--- src/rtl/fsgnj_pkg.sv ---
// fsgnj_pkg -- shared definitions for the FP sign-injection unit.
//   Mode and format encodings, canonical NaN constants, and the
//   combinational sign-inject / NaN-box function used by fsgnj_unit.
//   The function always works on a 64-bit container; FLEN=32 callers
//   take the low half.
package fsgnj_pkg;

    typedef enum logic [1:0] {
        MODE_J   = 2'b00,
        MODE_JN  = 2'b01,
        MODE_JX  = 2'b10,
        MODE_ILL = 2'b11
    } fsgnj_mode_e;

    typedef enum logic {
        FMT_S = 1'b0,
        FMT_D = 1'b1
    } fsgnj_fmt_e;

    localparam logic [31:0] CNAN_S   = 32'h7FC0_0000;
    localparam logic [63:0] CNAN_D   = 64'h7FF8_0000_0000_0000;
    localparam logic [31:0] BOX_ONES = 32'hFFFF_FFFF;

    // Sign selection shared by both formats.
    function automatic logic inj_sign(input logic [1:0] mode,
                                      input logic       s1,
                                      input logic       s2);
        logic s;
        case (mode)
            MODE_J:  s = s2;
            MODE_JN: s = ~s2;
            default: s = s1 ^ s2;
        endcase
        return s;
    endfunction

    // is64: the unit is built with FLEN=64 (enables fmt and NaN boxing).
    function automatic logic [63:0] fsgnj_calc(input logic        is64,
                                               input logic [1:0]  mode,
                                               input logic        fmt,
                                               input logic [63:0] rs1,
                                               input logic [63:0] rs2);
        logic [63:0] res;
        logic [31:0] a;
        logic [31:0] b;
        res = '0;
        a   = rs1[31:0];
        b   = rs2[31:0];
        if (mode == MODE_ILL) begin
            res = '0;
        end else if (is64 && (fmt == FMT_D)) begin
            res = {inj_sign(mode, rs1[63], rs2[63]), rs1[62:0]};
        end else begin
            // Singles held in a 64-bit register must be NaN-boxed; anything
            // else is treated as the canonical NaN before the sign is applied.
            if (is64 && (rs1[63:32] != BOX_ONES)) a = CNAN_S;
            if (is64 && (rs2[63:32] != BOX_ONES)) b = CNAN_S;
            res = {(is64 ? BOX_ONES : 32'h0), inj_sign(mode, a[31], b[31]), a[30:0]};
        end
        return res;
    endfunction

endpackage

--- src/rtl/fsgnj_unit_skid.sv ---
// fp_skid_buffer -- two-entry valid/ready stage: output register plus one
// skid entry.
//   clk, rst_n          : clock, async active-low reset
//   in_valid/in_ready   : upstream handshake; in_ready is a flop (= skid empty)
//   in_data [W]         : upstream payload
//   out_valid/out_ready : downstream handshake
//   out_data [W]        : downstream payload, held while stalled
module fp_skid_buffer #(
    parameter int W = 38
) (
    input  logic         clk,
    input  logic         rst_n,
    input  logic         in_valid,
    output logic         in_ready,
    input  logic [W-1:0] in_data,
    output logic         out_valid,
    input  logic         out_ready,
    output logic [W-1:0] out_data
);

    logic         out_vld_q, out_vld_d;
    logic         skid_vld_q, skid_vld_d;
    logic         rdy_q;
    logic [W-1:0] out_q, out_d;
    logic [W-1:0] skid_q, skid_d;
    logic         acc;
    logic         load_out;

    // rdy_q tracks ~skid_vld_q out of reset, so an accept never coincides
    // with a full skid entry and the skid->out move below cannot drop data.
    assign acc      = in_valid & rdy_q;
    assign load_out = ~out_vld_q | out_ready;

    always_comb begin
        out_vld_d  = out_vld_q;
        out_d      = out_q;
        skid_vld_d = skid_vld_q;
        skid_d     = skid_q;
        if (load_out) begin
            if (skid_vld_q) begin
                out_d      = skid_q;
                out_vld_d  = 1'b1;
                skid_vld_d = 1'b0;
            end else if (acc) begin
                out_d     = in_data;
                out_vld_d = 1'b1;
            end else begin
                out_vld_d = 1'b0;
            end
        end else if (acc) begin
            skid_d     = in_data;
            skid_vld_d = 1'b1;
        end
    end

    always_ff @(posedge clk or negedge rst_n) begin
        if (!rst_n) begin
            out_vld_q  <= 1'b0;
            skid_vld_q <= 1'b0;
            rdy_q      <= 1'b0;
            out_q      <= '0;
            skid_q     <= '0;
        end else begin
            out_vld_q  <= out_vld_d;
            skid_vld_q <= skid_vld_d;
            rdy_q      <= ~skid_vld_d;
            out_q      <= out_d;
            skid_q     <= skid_d;
        end
    end

    assign in_ready  = rdy_q;
    assign out_valid = out_vld_q;
    assign out_data  = out_q;

endmodule

--- src/rtl/fsgnj_unit.sv ---
// fsgnj_unit -- RISC-V FSGNJ/FSGNJN/FSGNJX with a 1-cycle registered result.
//   clk, rst_n          : clock, async active-low reset
//   in_valid/in_ready   : request handshake
//   in_mode [2]         : 00 J, 01 JN, 10 JX, 11 illegal
//   in_fmt              : 0 single, 1 double (ignored when FLEN=32)
//   in_rs1/in_rs2 [FLEN]: magnitude source / sign source
//   in_tag [TAG_W]      : destination tag, passed through
//   out_valid/out_ready : result handshake
//   out_rd, out_tag, out_illegal : result, tag, illegal-mode flag
module fsgnj_unit
    import fsgnj_pkg::*;
#(
    parameter int FLEN  = 32,
    parameter int TAG_W = 5
) (
    input  logic             clk,
    input  logic             rst_n,
    input  logic             in_valid,
    output logic             in_ready,
    input  logic [1:0]       in_mode,
    input  logic             in_fmt,
    input  logic [FLEN-1:0]  in_rs1,
    input  logic [FLEN-1:0]  in_rs2,
    input  logic [TAG_W-1:0] in_tag,
    output logic             out_valid,
    input  logic             out_ready,
    output logic [FLEN-1:0]  out_rd,
    output logic [TAG_W-1:0] out_tag,
    output logic             out_illegal
);

    localparam int PW = FLEN + TAG_W + 1;

    logic [63:0]     res64;
    logic [FLEN-1:0] rd;
    logic            ill;
    logic [PW-1:0]   pkt_in;
    logic [PW-1:0]   pkt_out;

    assign res64 = fsgnj_calc(FLEN == 64, in_mode, in_fmt, 64'(in_rs1), 64'(in_rs2));
    assign ill   = (in_mode == MODE_ILL);

    generate
        if (FLEN == 64) begin : g_d
            assign rd = res64;
        end else begin : g_s
            logic unused_hi;
            assign rd        = res64[31:0];
            assign unused_hi = ^res64[63:32];
        end
    endgenerate

    assign pkt_in = {ill, in_tag, rd};

    fp_skid_buffer #(.W(PW)) u_skid (
        .clk       (clk),
        .rst_n     (rst_n),
        .in_valid  (in_valid),
        .in_ready  (in_ready),
        .in_data   (pkt_in),
        .out_valid (out_valid),
        .out_ready (out_ready),
        .out_data  (pkt_out)
    );

    assign {out_illegal, out_tag, out_rd} = pkt_out;

endmodule

--- config.mk ---
export PLATFORM = sky130hd
export DESIGN_NAME = fsgnj_unit
export DESIGN_NICKNAME = d
export VERILOG_FILES = /design/src/rtl/fsgnj_pkg.sv /design/src/rtl/fsgnj_unit_skid.sv /design/src/rtl/fsgnj_unit.sv
export SDC_FILE = /design/constraint.sdc
export NUM_CORES = 1
export LEC_CHECK = 0
export CAP_MARGIN = 40
export CORE_MARGIN = 2
export CORE_UTILIZATION = 50
export DETAILED_ROUTE_END_ITERATION = 10
export PLACE_DENSITY = 0.86
export RECOVER_POWER = 25
export REMOVE_ABC_BUFFERS = 1
export SYNTH_ARGS = -nofsm -noshare
export SYNTH_HDL_FRONTEND = slang
export SYNTH_SLANG_ARGS = --single-unit
--- constraint.sdc ---
create_clock -name clk -period 2.2 [get_ports clk]
set_input_delay 0.22 -clock clk [delete_from_list [all_inputs] [get_ports clk]]
set_output_delay 0.22 -clock clk [all_outputs]
set_load 0.03 [all_outputs]
==> metrics.txt <==
clk_lat worst skew between 0.3 and 0.4 ns; DIE WIDTH just under 90 um; Reg clk slew, reported paths roughly 0.080 ns; number of hold violations in the final report 0; measured slew at the worst slew-check pin 0.902 ns; Routed WL approximately 7.2 mm; DRC viols 0; setup TNS 0 ns; Post-synth EDFFs 0; CP endpoint kind primary output; FMAX ~0.61 GHz; first drt pass iteration count 4; crit path DAT roughly 1.4 ns; layout cells sized above 1 0.141; Final min period around 1.6 ns; Max Cap Viol 0; htree depth 3; clock root buffer clkbuf_8; largest net degree at the start of global routing 46; most area-consuming cells after synthesis dfrtp_1 (56%), nand2_1 (11%), mux2_4 (11%); largest area contributor in the netlist dfrtp_1; first-pass GRT wire length between 10 and 15 mm; vias after detailed routing about 2,600; worst reg2reg setup slack 0.65 ns; fin crit share 0.744; Worst Hold Class in2reg; stages on the worst setup path 1; cells after synthesis 334; Power Dens Cells 1050 nW/um^2; R2R cell count 3; top cell family by delay on the critical path buffers and inverters; DP HPWL 4.94 mm; initial core utilization 0.519; Layout area overhead 31.0%; grt total ovfl 0; FP Rows 30; Seq/Total Area, Yosys 0.557; Worst Skew 0.0107 ns; Synth Cell Area 3550 um^2; FFs w/ async S/R, synth 1.00; Final Max Tran Viols 0; Avg WL per Cell roughly 14 um; I/O pin count about 120; Crit Path Category reg2out; routed vias/inst just over 5; Placer Congestion around 0.76; GRT Resource Usage Total 0.202; number of CTS-inserted buffers 9; core area ~7000 um^2; max incr delay on CP approximately 0.7 ns; Buf+Inv Stages, Crit Path 1; RSZ-0062 raised after global routing no; # port buffers 83; synthesized area per cell about 11 um^2; Setup crit end in_ready; n_diodes 0; CTS max path bufs 2; outcome completed; CP max stage cell clkdlybuf4s50_1; synth unique cells 27; leakage power between 2 and 2.5 nW; Crit. Startpoint u_skid.in_ready$_DFF_PN0_; Post-synth top cells nand2_1 (105), dfrtp_1 (79), o21ai_0 (40); worst reg2reg path startpoint u_skid.out_valid$_DFFE_PN0P_; nets roughly 490; DR iter-0 viols between 100 and 150; most common cell in the netlist nand2_1; Main synth FF type dfrtp_1; cells along the critical path clkdlybuf4s50_1; Clock Sinks 79; maximum fanout along the worst path 4; Die ar. roughly 7800 um^2; register bit total from synthesis between 70 and 80; maximum vdd drop ~0.6 mV; DIE HEIGHT between 80 and 90 um; worst reg2reg path endpoint u_skid.out_data[3]$_DFFE_PN0P_; Req. time, crit path 1.98 ns; Tot Pwr between 4 and 5 mW; Slew HR 0.399; vias in the first global route between 2,000 and 3,000; initial antenna violation count 0; Setup violations, final 0; crit start category flip-flop; post-route ant nets 0; worst hold margin 0.435 ns; hold_sp in_rs1[4]; CTS tree yes; Ys Warns 0; Synth top area share 0.557
==> logic make-up after synthesis <==
kind of cell | share of synthesized area
AO/OA/AOI/OAI | 0.116
AND/OR/NAND/NOR | 0.127
XOR/XNOR | 0.00247
flip-flops | 0.557
multiplexers | 0.156
buffers and inverters | 0.0416
==> power by group <==
| group | internal [mW] | total, mW | switching, mW | leakage (nW) |
|---|---|---|---|---|
| sequential | 1.83 | 2.05 | 0.220 | 0.987 |
| combinational | 0.805 | 1.68 | 0.874 | 1.02 |
| clock | 0.665 | 1.15 | 0.486 | 0.103 |
==> stage by stage <==
stage                     setup slack [ns]  area (um^2)   util  std cells
final                                0.563         4650  0.680        515
after global placement               0.361         4430  0.649        499
after floorplan                   -0.00762         3410      -        312
after CTS                            0.528         4660  0.682        515
after global routing                 0.503         4650  0.680        515
after detailed placement             0.328         4430  0.649        499
==> repair_timing <==
item	CTS	global route
setup buffers	0	0
hold endpoints to repair	34	0
resized for setup	0	0
hold buffers	1	0
==> flip-flops by register name (all words and copies together) (netlist names) <==
| signal | count |
|---|---|
| u_skid.in_ready | 1 |
| u_skid.out_data | 38 |
| u_skid.skid_q | 38 |
| u_skid.skid_vld_q | 1 |
| u_skid.out_valid | 1 |
==> cell type report <==
| class | count | area [um^2] |
|---|---|---|
| fillers | 540 | 2180 |
| flip-flops and latches | 79 | 1980 |
| multi-input cells | 230 | 1420 |
| repair buffers | 92 | 908 |
| clock buffers | 12 | 145 |
| well taps | 96 | 120 |
| clock inverters | 3 | 67.6 |
| inverters | 3 | 11.3 |
==> how the worst min path moves through the flow <==
stage,to,slack (ns),cells past startpoint
after floorplan,u_skid.in_ready$_DFF_PN0_,-0.08,0
after global placement,u_skid.out_data[35]$_DFFE_PN0P_,0.20,1
after detailed placement,u_skid.out_data[35]$_DFFE_PN0P_,0.20,1
after CTS,u_skid.out_data[35]$_DFFE_PN0P_,0.37,2
after global routing,u_skid.skid_q[4]$_DFFE_PN0P_,0.42,3
final,u_skid.skid_q[4]$_DFFE_PN0P_,0.43,3
==> layer usage <==
metal  vias up  share of wire  wire length, um  track usage
met3        11          0.053              381       0.0522
li1       1273              -                -            -
met4         0          0.011               76       0.0606
met2        75           0.48             3480        0.332
met1      1258           0.45             3250        0.266
met5         -              0                0            0
==> cells in the final DEF (no fill, tap or decap), types with 2 or more instances in the layout <==
master	n
nand2_1	105
clkdlybuf4s50_1	82
dfrtp_1	78
o21ai_0	40
o21ai_1	30
mux2_4	26
clkbuf_8	10
buf_4	7
mux2i_1	5
mux2_2	5
mux2_1	5
inv_1	3
a21oi_1	2
clkbuf_1	2
bufinv_16	2
Note: power is estimated with default switching activity, not from simulation.
